### src/rtl/booth_mul_arbiter.sv
// booth_mul_arbiter: round-robin sequencer sharing one iterative Booth multiplier core
// among REQ requesters, with a watchdog bounding every core run.
module booth_mul_arbiter #(
    parameter int N   = 8,
    parameter int REQ = 4,
    parameter int IDW = $clog2(REQ),
    parameter int TMO = 4*N
) (
    input  logic               clk_i,
    input  logic               rst_i,
    input  logic [REQ-1:0]     req_valid_i,
    input  logic [REQ*N-1:0]   req_a_i,
    input  logic [REQ*N-1:0]   req_b_i,
    output logic [REQ-1:0]     req_ready_o,
    output logic [N-1:0]       core_a_o,
    output logic [N-1:0]       core_b_o,
    output logic               core_rst_o,
    input  logic               core_done_i,
    input  logic [2*N:0]       core_y_i,
    output logic               rsp_valid_o,
    input  logic               rsp_ready_i,
    output logic [IDW-1:0]     rsp_id_o,
    output logic [2*N:0]       rsp_y_o,
    output logic               rsp_err_o,
    output logic               busy_o
);
    localparam int WDW = $clog2(TMO+1);
    typedef enum logic [1:0] {IDLE, LOAD, RUN, RESP} state_t;
    state_t         state;
    logic [IDW-1:0] ptr;
    logic [IDW-1:0] g;
    logic           found;
    logic [WDW-1:0] wd;
    // Scan downward in offset so the nearest set bit above ptr is the last one written.
    always_comb begin
        g = '0;
        found = 1'b0;
        for (int i = REQ-1; i >= 0; i--)
            if (req_valid_i[(int'(ptr)+i)%REQ]) begin
                g = IDW'((int'(ptr)+i)%REQ);
                found = 1'b1;
            end
    end
    assign req_ready_o = (state == IDLE && found && !rst_i) ? REQ'(1) << g : '0;
    assign core_rst_o  = state == LOAD;
    assign rsp_valid_o = state == RESP;
    assign busy_o      = state != IDLE;
    always_ff @(posedge clk_i or posedge rst_i) begin
        if (rst_i) begin
            state     <= IDLE;
            ptr       <= '0;
            wd        <= '0;
            core_a_o  <= '0;
            core_b_o  <= '0;
            rsp_id_o  <= '0;
            rsp_y_o   <= '0;
            rsp_err_o <= 1'b0;
        end else begin
            case (state)
                IDLE: if (found) begin
                    core_a_o <= req_a_i[g*N +: N];
                    core_b_o <= req_b_i[g*N +: N];
                    rsp_id_o <= g;
                    state    <= LOAD;
                end
                LOAD: begin
                    wd    <= '0;
                    state <= RUN;
                end
                RUN: begin
                    wd <= wd + WDW'(1);
                    if (core_done_i) begin
                        rsp_y_o   <= core_y_i;
                        rsp_err_o <= 1'b0;
                        state     <= RESP;
                    end else if (wd == WDW'(TMO-1)) begin
                        rsp_y_o   <= '0;
                        rsp_err_o <= 1'b1;
                        state     <= RESP;
                    end
                end
                RESP: if (rsp_ready_i) begin
                    ptr   <= IDW'((int'(rsp_id_o)+1)%REQ);
                    state <= IDLE;
                end
                default: state <= IDLE;
            endcase
        end
    end
endmodule

### config.mk
export PLATFORM = sky130hd
export DESIGN_NAME = booth_mul_arbiter
export DESIGN_NICKNAME = d
export VERILOG_FILES = /design/src/rtl/booth_mul_arbiter.sv
export SDC_FILE = /design/constraint.sdc
export NUM_CORES = 1
export LEC_CHECK = 0
export CORE_ASPECT_RATIO = 1.75
export CORE_MARGIN = 5
export CORE_UTILIZATION = 32
export CTS_CLUSTER_SIZE = 8
export DETAILED_ROUTE_END_ITERATION = 16
export GPL_TIMING_DRIVEN = 0
export PLACE_DENSITY = 0.78
export SLEW_MARGIN = 15
export SYNTH_ARGS = -nofsm -noshare
export SYNTH_HDL_FRONTEND = slang
export SYNTH_SLANG_ARGS = --single-unit
### constraint.sdc
create_clock -name clk_i -period 2.11 [get_ports clk_i]
set_input_delay 0.211 -clock clk_i [delete_from_list [all_inputs] [get_ports clk_i]]
set_output_delay 0.211 -clock clk_i [all_outputs]
set_load 0.01 [all_outputs]
; ---- Yosys cells after proc, flatten, opt, wreduce, memory -nomap -nowiden
; Index checks and enable logic that the tools add are counted.
[word_totals]
elab_cells = 74
in_bits = 89
output_inout_bits = 43
regBits = 46
[classes]
shift = 3
eq_ne = 7
n_addsub = 5
n_mux = 30
order_cmp = 4
reduce_logical = 14
bitwise_logic = 3
[ops]
columns = op, count
row1 = variable part select 32 x 6 -> 8 bit, 2
row2 = 2-to-1 mux 17 bit, 2
row3 = 2-to-1 mux 2 bit, 8
row4 = 2-to-1 mux 1 bit, 13
row5 = less-than comparator 3 x 4 -> 1 bit (second input constant), 3
row6 = one-hot mux 6 bit (2 select lines), 1
row7 = binary-select mux 1 bit (select 2 bit), 4
row8 = one-hot mux 2 bit (4 select lines), 1
row9 = adder 6 x 1 -> 6 bit (second input constant), 1
row10 = equality test 6 x 5 -> 1 bit (second input constant), 1
row11 = AND reduction 2 bit, 3
row12 = nonzero test 2 bit, 3
row13 = OR reduction 2 bit, 3
row14 = adder 2 x 1 -> 2 bit (second input constant), 2
row15 = adder 2 bit (second input constant), 2
row16 = equality test 2 bit (second input constant), 2
row17 = 2-to-1 mux 4 bit, 1
row18 = left shift 1 x 2 -> 4 bit (first input constant), 1
row19 = AND 1 bit (first input constant), 3
row20 = less-than comparator 2 x 3 -> 1 bit (second input constant), 1
row21 = != test 3 bit (second input constant), 1
row22 = AND reduction 3 bit, 1
row23 = equality test 2 x 1 -> 1 bit (second input constant), 1
row24 = logical AND 1 bit, 2
row25 = 4 further kinds, 4

; ---- Longest topological paths before layout
[logic_depth]
word_depth = 13
depth_mapped = 7
depth_no_buf = 6

; ---- Worst setup path after synthesis
; No wires, ideal clock.
[synth_timing]
path_type = input-to-output
from = input port rst_i
to = output port req_ready_o[0]
arrival_time_ns = 1.595
t_required_ns = 1.899
cell_stages = 2
slack_ns = 0.304
path_buffers = 0
cell_sequence = inv_1 -> and4_1
[synth_between]
elab_chain_cells = 3
[synth_lines]
columns = item, line
row1 = from (decl), 10  ; input logic rst_i,
row2 = logical NOT 1 bit (no source line), n/a
row3 = logical AND 1 bit, 44  ; assign req_ready_o = (state == IDLE && found && !rst_i) ? REQ'(1) << g : '0;
row4 = 2-to-1 mux 4 bit, 44
row5 = to (decl), 14  ; output logic [REQ-1:0] req_ready_o,
; Every way passes these cells.

; ---- Worst setup path in the final report
[layout_timing]
from = register ptr[0]
to = output port req_ready_o[3]
[layout_between]
elab_chain_cells = 11
word_cells_on_any_way = 26
classes_between = add/sub (3) / shift (1) / mux (20) / reduce/logical (2)
[layout_lines]
columns = item, line
row1 = from (decl), 30  ; logic [IDW-1:0] ptr;
row2 = from (signal assigned), 83  ; ptr <= IDW'((int'(rsp_id_o)+1)%REQ);
row3 = adder 2 bit, "39, 40"
row4 = binary-select mux 1 bit (select 2 bit), 39  ; if (req_valid_i[(int'(ptr)+i)%REQ]) begin
row5 = 2-to-1 mux 1 bit (implied by the code) (2 in a row), 39
row6 = 2-to-1 mux 1 bit (4 in a row), 39
row7 = logical AND 1 bit (2 in a row), 44
row8 = 2-to-1 mux 4 bit (*), 44
; Mark *: on every way between the ends. The rest lies on a longest branch, timed or not. The select of a mux whose other input is x is not followed.

==> flow_metrics.tcl <==
set metrics [dict create \
    finalCriticalPeriod_ns 2.01 \
    drtPass1Iterations 4 \
    powerDensity_mw_per_mm2 1260 \
    drc 0 \
    synth_nets 315 \
    core-area_mm2 0.00751 \
    avgSynthCellArea_um2 11.1 \
    portBuffers 131 \
    seq_area_frac_synth 0.472 \
    r2r_start "state[0]" \
    ys_async_sr_fraction 1.00 \
    hold_path.class "primary input to asynchronous set/reset pin" \
    skew_ns 0.00369 \
    cts-buffers-inserted 5 \
    drt_iter0_drc 101 \
    grt_pass1_vias 2488 \
    layout-drive-gt1-share 0.102 \
    cts_sinks 46 \
    grt_max_degree 30 \
    clk_path_buf_depth 2 \
    cts.htree.levels 2 \
    synth_commonest_cells "dfrtp_1, mux2i_1, nand2_1" \
    yosys.area.top_type "dfrtp_1" \
    worst_setup_path_start_kind "flop" \
    critPathCaptureType "output pin" \
    cts_root_buf "clkbuf_16" \
    via_count 2281 \
    max_cap_violations 0 \
    final_max_slew_viol_count 0 \
    cp.required_ns 1.90 \
    final_nets 455 \
    clkTransAtPathRegs_ns 0.06 \
    tritoncts "done" \
    gp_congestion 0.751 \
    routed_wl_mm 7.69 \
    synth_top_area_share 0.472 \
    path_class "flop to output pin" \
    grt.overflow.total 0 \
    clkLatencyLatePin_ns 0.28 \
    nFillCells 683 \
    status "completed" \
    path_max_fanout 10 \
    postRouteAntennaNets 0 \
    fin_ws_ns 0.102 \
    grt_usage 0.163 \
    worstSetupStartpoint "ptr[0]" \
    synth_most_common_cell "dfrtp_1" \
    synthCells 220 \
    yosys_warnings 0 \
    final-hold-violation-count 0 \
    via_per_inst 5.08 \
    critPathArrivalTime_ns 1.80 \
    max_freq_ghz 0.498 \
    area_growth_syn_to_layout_pct 67.2 \
    rows 42 \
    wl_per_cell_um 17.1 \
    finalSetupTns_ns 0 \
    ir_worst_vdd_mv 0.532 \
    yosys_register_bits 46 \
    netlist_area_mm2 0.00244 \
    p_leak_nw 1.84 \
    ys_types 44 \
    slew_headroom 0.681 \
    pre_cts_slack_ns -0.548 \
    die_area_mm2 0.00953 \
    synth-edff-count 0 \
    period_share 0.952 \
    grt_pass1_wl_mm 12.8 \
    die_w_um 76.0 \
    finalSetupViolations 0 \
    io_pins 132 \
    dp_hpwl_mm 6.13 \
    rsz0062_at_grt "no" \
    start_util 0.324 \
    die_y_um 125 \
    antenna_found_initial 0 \
    worstMarginPinSlew_ns 0.474 \
    synth_area_leaders "dfrtp_1, mux2i_1, a22o_1" \
    synthFlopType "dfrtp_1" \
    diodes 0 \
]
-- per-stage QoR --
| stage | total power, mW | hold WS (ns) | util | area [um2] | std cells |
|---|---|---|---|---|---|
| final | 5.13 | 0.359 | 0.542 | 4080 | 449 |
| after global routing | 5.52 | 0.386 | 0.542 | 4080 | 449 |
| after CTS | 5.18 | 0.307 | 0.538 | 4040 | 449 |
| after detailed placement | 4.34 | 0.471 | 0.516 | 3880 | 440 |
| after global placement | 4.25 | 0.467 | 0.513 | 3860 | 439 |
| after floorplan | 3.05 | 0.344 | - | 2440 | 220 |
-- timing repair --
item | in CTS | in global routing
setup endpoints to repair | 4 | 4
cloned | 0 | 0
hold buffers | 0 | 0
resized for setup | 22 | 8
setup buffers | 1 | 0
-- cell type report --
type / count / area [um2] / area share
Clock inverter: 1 / 5.00 / 0.00123
Sequential cell: 46 / 1150 / 0.282
Clock buffer: 7 / 143 / 0.0350
Buffer: 14 / 125 / 0.0307
Multi-Input combinational cell: 149 / 1170 / 0.288
Inverter: 11 / 43.8 / 0.0107
Timing Repair Buffer: 133 / 1320 / 0.325
Tap cell: 88 / 110 / 0.0270
-- cell usage in the layout, fill, tap and decap left out, types with 3 or more instances in the layout --
cell             count
o221ai_1            13
a21oi_1              4
a22o_1              17
buf_2                7
dfrtp_1             46
nand2_1             30
inv_1               10
nand3_1              3
clkdlybuf4s50_1    123
ha_1                 5
o21ai_0              6
dlygate4sd2_1        4
nor2_1               3
clkbuf_16            5
buf_12               3
mux2i_1             32
-- metal layers --
metal,vias to the layer above,global-route usage,share of wire
met3,10,0.0489,0.067
met4,0,0.0472,0.013
met5,-,0,0
met1,1094,0.179,0.37
met2,90,0.297,0.55
li1,1087,-,-
-- registers in the layout, summed over array words and instances, names as in the netlist --
name       count
rsp_y_o       17
core_a_o       8
core_b_o       8
wd             6
ptr            2
rsp_id_o       2
state          2
rsp_err_o      1
-- cells by family (layout without fill, tap and decap cells) --
logic type | count (synthesis) | count (layout) | share of synthesized area
xor+xnor | 2 | 2 | 0.00719
mux | 33 | 33 | 0.136
fa+ha+maj | 6 | 6 | 0.0308
flops | 46 | 46 | 0.472
compound gates | 53 | 53 | 0.177
buf+inv | 25 | 166 | 0.0657
simple gates | 55 | 55 | 0.111
-- worst paths after layout --
path	endpoint	slack, ns	cells after the start
setup / recovery	req_ready_o[3]	0.10	7
hold / removal	core_a_o[6]	0.36	2
setup reg to reg	wd[5]	0.18	6
hold reg to reg	core_b_o[1]	0.49	2
max in group asynchronous	rsp_y_o[1]	1.31	3
min in group clk_i	core_b_o[1]	0.49	2
-- power breakdown --
group	switching, mW	total, mW	leakage (nW)	internal (mW)
clock network	0.320	0.790	0.0739	0.470
registers	0.238	1.51	0.575	1.28
logic	1.29	2.82	1.19	1.53
-- critical path, stage by stage (launching register included) --
cell and delay [ns]:
dfrtp_1 0.35, inv_1 0.06, a221oi_2 0.26, o22ai_2 0.12, buf_6 0.13, buf_8 0.14
nor4_1 0.26, buf_2 0.18
(Power assumes the default switching activity.)
